## config.mk

```make
export PLATFORM = sky130hd
export DESIGN_NAME = uart_rx
export DESIGN_NICKNAME = d
export VERILOG_FILES = /design/src/rtl/uart_pkg.sv /design/src/rtl/uart_crc8.sv /design/src/rtl/uart_rx.sv
export SDC_FILE = /design/constraint.sdc
export NUM_CORES = 1
export LEC_CHECK = 0
export CAP_MARGIN = 20
export CORE_ASPECT_RATIO = 1.75
export CORE_MARGIN = 4
export CORE_UTILIZATION = 60
export CTS_BUF_LIST = sky130_fd_sc_hd__clkbuf_4
export CTS_CLUSTER_SIZE = 24
export DETAILED_ROUTE_END_ITERATION = 8
export GPL_ROUTABILITY_DRIVEN = 1
export PLACE_DENSITY = 0.83
export SYNTH_ARGS = -nofsm -noshare
export SYNTH_HDL_FRONTEND = slang
export SYNTH_HIERARCHICAL = 1
export SYNTH_SLANG_ARGS = --single-unit
export TNS_END_PERCENT = 10
```

## constraint.sdc

```tcl
create_clock -name clk -period 6.6 [get_ports clk]
set_input_delay 1.32 -clock clk [delete_from_list [all_inputs] [get_ports clk]]
set_output_delay 1.32 -clock clk [all_outputs]
set_load 0.02 [all_outputs]
```

## src/rtl/uart_pkg.sv

```systemverilog
// Shared UART definitions: receiver FSM states, CRC-8 constants and the
// byte-wise CRC-8 update used by both the receive and transmit paths.
package uart_pkg;

  typedef enum logic [1:0] {
    IDLE  = 2'd0,
    START = 2'd1,
    DATA  = 2'd2,
    STOP  = 2'd3
  } uart_rx_state_t;

  localparam logic [7:0] UART_CRC_POLY = 8'h07;
  localparam logic [7:0] UART_CRC_INIT = 8'h00;

  // MSB-first CRC-8 over one byte: XOR the byte in, then shift out 8 bits.
  function automatic logic [7:0] crc8_byte(input logic [7:0] crc,
                                           input logic [7:0] data,
                                           input logic [7:0] poly = UART_CRC_POLY);
    logic [7:0] c;
    c = crc ^ data;
    for (int i = 0; i < 8; i++) begin
      if (c[7]) c = {c[6:0], 1'b0} ^ poly;
      else      c = {c[6:0], 1'b0};
    end
    return c;
  endfunction

endpackage

```

## src/rtl/uart_crc8.sv

```systemverilog
// Running CRC-8 accumulator. A clear has priority over a fold in the same
// cycle; seen records whether any byte has been folded since the last clear.
module uart_crc8
  import uart_pkg::*;
#(
  parameter logic [7:0] POLY = UART_CRC_POLY
) (
  input  logic       clk,
  input  logic       rst_i,
  input  logic       en,
  input  logic       clr,
  input  logic [7:0] data,
  input  logic       valid,
  output logic [7:0] crc,
  output logic       seen
);

  always_ff @(posedge clk or posedge rst_i) begin
    if (rst_i) begin
      crc  <= UART_CRC_INIT;
      seen <= 1'b0;
    end else if (clr) begin
      crc  <= UART_CRC_INIT;
      seen <= 1'b0;
    end else if (en && valid) begin
      crc  <= crc8_byte(crc, data, POLY);
      seen <= 1'b1;
    end
  end

endmodule

```

## src/rtl/uart_rx.sv

```systemverilog
// UART 8N1 receiver: synchronises the serial line, deserialises LSB-first
// frames at a per-frame latched divider, and feeds accepted bytes to a CRC-8.
module uart_rx
  import uart_pkg::*;
#(
  parameter int         SYNC_STAGES = 2,
  parameter logic [7:0] CRC_POLY    = UART_CRC_POLY
) (
  input  logic        clk,
  input  logic        rst_i,
  input  logic        rx_en_i,
  input  logic        crc_en_i,
  input  logic [15:0] clock_divider_i,
  input  logic        uart_rx_i,
  input  logic        rx_rd_i,
  input  logic        crc_clr_i,
  output logic [7:0]  rx_data_o,
  output logic        rx_valid_o,
  output logic        frame_err_o,
  output logic        overrun_o,
  output logic [7:0]  crc_value_o,
  output logic        crc_ok_o,
  output logic        busy_o
);

  logic [SYNC_STAGES-1:0] sync_q;
  logic                   rxs;

  uart_rx_state_t state;
  logic [15:0]    cnt;
  logic [15:0]    n_lat;
  logic [2:0]     bit_idx;
  logic [7:0]     shift;

  logic [15:0] half_m1;
  logic [15:0] n_m1;
  logic        accept;
  logic        crc_seen;

  // Idle-high reset so a cold start never looks like a start bit.
  always_ff @(posedge clk or posedge rst_i) begin
    if (rst_i) sync_q <= '1;
    else       sync_q <= {sync_q[SYNC_STAGES-2:0], uart_rx_i};
  end

  assign rxs     = sync_q[SYNC_STAGES-1];
  assign half_m1 = (n_lat >> 1) - 16'd1;
  assign n_m1    = n_lat - 16'd1;
  assign accept  = rx_en_i && (state == STOP) && (cnt == n_m1) && rxs;

  // rx_valid_o is a level: set by an accepted byte, cleared by rx_rd_i; a
  // read in the same cycle as an accept keeps it set without an overrun.
  always_ff @(posedge clk or posedge rst_i) begin
    if (rst_i) begin
      state       <= IDLE;
      cnt         <= '0;
      n_lat       <= '0;
      bit_idx     <= '0;
      shift       <= '0;
      rx_data_o   <= '0;
      rx_valid_o  <= 1'b0;
      frame_err_o <= 1'b0;
      overrun_o   <= 1'b0;
    end else begin
      frame_err_o <= 1'b0;
      overrun_o   <= 1'b0;

      if (accept) begin
        rx_data_o  <= shift;
        rx_valid_o <= 1'b1;
        overrun_o  <= rx_valid_o && !rx_rd_i;
      end else if (rx_rd_i) begin
        rx_valid_o <= 1'b0;
      end

      if (!rx_en_i) begin
        state <= IDLE;
      end else begin
        case (state)
          IDLE: begin
            if ((clock_divider_i >= 16'd2) && !rxs) begin
              n_lat <= clock_divider_i;
              cnt   <= '0;
              state <= START;
            end
          end
          START: begin
            if (cnt == half_m1) begin
              if (!rxs) begin
                cnt     <= '0;
                bit_idx <= '0;
                state   <= DATA;
              end else begin
                state <= IDLE;
              end
            end else begin
              cnt <= cnt + 16'd1;
            end
          end
          DATA: begin
            if (cnt == n_m1) begin
              shift[bit_idx] <= rxs;
              cnt            <= '0;
              if (bit_idx == 3'd7) state <= STOP;
              else                 bit_idx <= bit_idx + 3'd1;
            end else begin
              cnt <= cnt + 16'd1;
            end
          end
          STOP: begin
            if (cnt == n_m1) begin
              state <= IDLE;
              if (!rxs) frame_err_o <= 1'b1;
            end else begin
              cnt <= cnt + 16'd1;
            end
          end
          default: state <= IDLE;
        endcase
      end
    end
  end

  uart_crc8 #(
    .POLY(CRC_POLY)
  ) u_crc (
    .clk  (clk),
    .rst_i(rst_i),
    .en   (crc_en_i),
    .clr  (crc_clr_i),
    .data (shift),
    .valid(accept),
    .crc  (crc_value_o),
    .seen (crc_seen)
  );

  assign crc_ok_o = crc_en_i && crc_seen && (crc_value_o == 8'h00);
  assign busy_o   = (state != IDLE);

endmodule

```

==> flow_summary.ini <==
[hold_path]
hold_path_depth = 0
hold_path_class = reg -> reg

[die]
die_w_um = 74.8
die_h_um = 125
die_area_mm2 = 0.00935
pin_count = 44
rows = 42
initial_core_util_pct = 61.9
core_mm2 = 0.00757

[route]
drt_wl_total_mm = 11.2
avgViaCountPerCell = 6.37
wl_per_cell_um = 18.9
vias = 3791
antenna_left = 0
drt_iter0_markers = 246
firstDrtPassIters = 4
drcViolationCount = 0

[critical_path]
cp_common_cell = clkdlybuf4s50_1
crit_family = buffers and inverters
crit_start = crc_en_i
crit_slowest_cell = clkdlybuf4s50_1
required_ns = 5.28
r2r_cells = 10
crit_type = in -> out
crit_chain = clkdlybuf4s50_1 > nand3_1 > nor4_1 > clkdlybuf4s50_1
ff2ff_setup_slack_ns = 2.65
cp_max_fo = 3
cpPeakStageDelay_ns = 0.65
critPathBufInv = 2
crit_end = crc_ok_o
cp_num_cells = 4
arrival_ns = 2.74
r2r_start = n_lat[2]
r2r_end = cnt[9]
end_kind = output port
startpoint_type = input pin

[clock_tree]
clock_latency_ns = 0.42
cts-hold-fix-buffers = 0
cts_setup_buffers = 0
clk_path_buf_depth = 2
cts_tree = built
htree_levels = 3
root_buffer = clkbuf_4
clk_pin_slew_ns = 0.11
cts.repair.resized = 0
clock-sinks = 67
cts_buffers = 9

[grt]
grt.overflow.total = 0
first_global_vias = 3912
grt_max_degree = 59
track_usage_pct = 25.9
grt_pass1_wl_mm = 18.9
antenna_found_initial = 0

[sta]
rsz0062_at_grt = false
relSlewSlack_pct = 43.4
fin_crit_sh_pct = 61.5
setup_viol = 0
tightest_slew_ns = 0.847
fmax_mhz = 246
clock_skew_ns = 0.00935
tns_ns = 0
final_max_slew_viol_count = 0
fin_crit_ns = 4.06
hold_viol = 0

[layout]
nets = 530
diodes = 0
synthToLayoutAreaGrowth_pct = 11.6
fin_cells = 595
drive_gt1_share_pct = 15.4
fill_cells = 600

[yosys]
synthTopCellsByArea = dfrtp_1 (35%), mux2_2 (7.9%), xnor2_1 (6.5%)
synthCells = 483
synth.avg_cell_area_um2 = 9.70
ys_seq_area_share_pct = 35.8
synthFlopType = dfrtp_1
yosysTopAreaCell = dfrtp_1
yosys_warnings = 6
synth-edff-count = 0
ys_async_sr_fraction_pct = 100
synthDistinctLibCells = 72
syn-num-nets = 511
yosys_register_bits = 67
netlist_area_mm2 = 0.00469
synth_top_area_share_pct = 34.7

[placed_design]
port_buffers = 43
dp_cells = 579
finalWeightedCongestion = 0.894
dp_hpwl_mm = 8.47

[flow_run]
cap_violations = 0

[pwr]
irDropWorstVdd_v = 0.000150
cellPowerDensity_mw_per_mm2 = 226
total_leakage_power_nw = 2.15

[outcome]
outcome = complete, no violations
## worst min path at each step
stage                     startpoint  slack (ns)         to
after floorplan            sync_q[0]        0.35  sync_q[1]
after global placement     sync_q[0]        0.35  sync_q[1]
after detailed placement   sync_q[0]        0.35  sync_q[1]
after CTS                  sync_q[0]        0.37  sync_q[1]
after global routing       sync_q[0]        0.37  sync_q[1]
final                      sync_q[0]        0.37  sync_q[1]
## Yosys cell counts, types with 2 or more instances
| master | count |
|---|---|
| dfrtp_1 | 65 |
| nand2_1 | 39 |
| xnor2_1 | 35 |
| mux2_2 | 33 |
| nor2_1 | 32 |
| clkbuf_1 | 24 |
| a21oi_1 | 22 |
| xor2_1 | 16 |
| nand3_1 | 15 |
| inv_1 | 14 |
| nor3_1 | 13 |
| or3_1 | 12 |
| nor4_1 | 11 |
| o21ai_0 | 9 |
| a221o_1 | 8 |
| a2111oi_0 | 7 |
| a211oi_1 | 7 |
| nand2b_1 | 7 |
| or2_2 | 7 |
| a211o_1 | 6 |
| buf_6 | 6 |
| buf_1 | 5 |
| ha_1 | 5 |
| nand4_1 | 4 |
| or4_1 | 4 |
| xnor3_1 | 4 |
| a21boi_0 | 3 |
| a31oi_1 | 3 |
| a41oi_1 | 3 |
| and2_1 | 3 |
| mux2i_1 | 3 |
| nand4b_1 | 3 |
| nor2b_1 | 3 |
| o31ai_1 | 3 |
| and3_1 | 2 |
| and4_1 | 2 |
| dfstp_2 | 2 |
| nor4bb_1 | 2 |
| o211a_1 | 2 |
| o21ba_2 | 2 |
| o22ai_1 | 2 |
| o31a_1 | 2 |
| or4_4 | 2 |
| xnor2_2 | 2 |
| xor3_1 | 2 |
## routing by layer
metal | wire (um) | share of wire, % | vias to the layer above | GRT usage [%]
met5 | 0 | 0 | - | 0
met4 | 566 | 5.0 | 0 | 14.6
met3 | 347 | 3.1 | 35 | 4.36
met2 | 6080 | 54 | 104 | 45.1
met1 | 4230 | 38 | 1863 | 28.3
li1 | - | - | 1789 | -
## cell usage in the layout (no fill, tap or decap), types with 4 or more instances in the layout
cell / synthesis / routed
a2111oi_0: 7 / 7
a211o_1: 6 / 6
a211oi_1: 7 / 7
a21oi_1: 22 / 22
a221o_1: 8 / 8
clkbuf_4: 0 / 10
clkdlybuf4s50_1: 0 / 43
dfrtp_1: 65 / 65
ha_1: 5 / 5
inv_1: 14 / 13
mux2_2: 33 / 33
nand2_1: 39 / 39
nand2b_1: 7 / 7
nand3_1: 15 / 15
nand4_1: 4 / 4
nor2_1: 32 / 32
nor3_1: 13 / 13
nor4_1: 11 / 11
o21ai_0: 9 / 9
or2_2: 7 / 7
or3_1: 12 / 12
or4_1: 4 / 4
xnor2_1: 35 / 35
xnor3_1: 4 / 4
xor2_1: 16 / 16
## stage by stage
stage	power (mW)	area [um^2]	setup WS, ns	util (%)	hold slack [ns]
floorplan	0.779	4690	3.27	-	0.345
global placement	0.831	5050	2.57	66.8	0.347
detailed placement	0.844	5050	2.55	66.8	0.352
CTS	1.18	5230	2.53	69.1	0.367
global route	1.25	5230	2.41	69.1	0.373
finish	1.18	5230	2.54	69.1	0.367
## power by group
| part | leakage (nW) | internal (mW) | switching, mW | total (mW) |
|---|---|---|---|---|
| combinational | 1.16 | 0.147 | 0.146 | 0.293 |
| sequential | 0.888 | 0.446 | 0.100 | 0.546 |
| clock | 0.0978 | 0.194 | 0.148 | 0.342 |
## cell families after synthesis
family	synth area share, %
multiplexers	8.81
AND/OR/NAND/NOR	20.1
AO/OA/AOI/OAI	15.8
flip-flops	35.8
adder cells (fa/ha/maj)	1.33
buffers and inverters	4.99
XOR/XNOR	13.2
## state kept, by name, summed over array words and instances (netlist names)
name and count:
u_crc/seen 1, bit_idx 3, n_lat 16, rx_data_o 8, sync_q 2, u_crc/crc 8
rx_valid_o 1, overrun_o 1, shift 8, cnt 16, state 2, frame_err_o 1
## layout make-up
class                      instances  area [um^2]  area share, %
multi-input combinational        366         2770           53.0
clock buffer                      10         75.1           1.43
timing repair buffer              44          438           8.37
clock inverter                     6          104           1.98
sequential                        67         1680           32.1
tap                               88          110           2.10
inverter                          14         52.6           1.00
No activity file was read; power rests on OpenSTA's default activity.
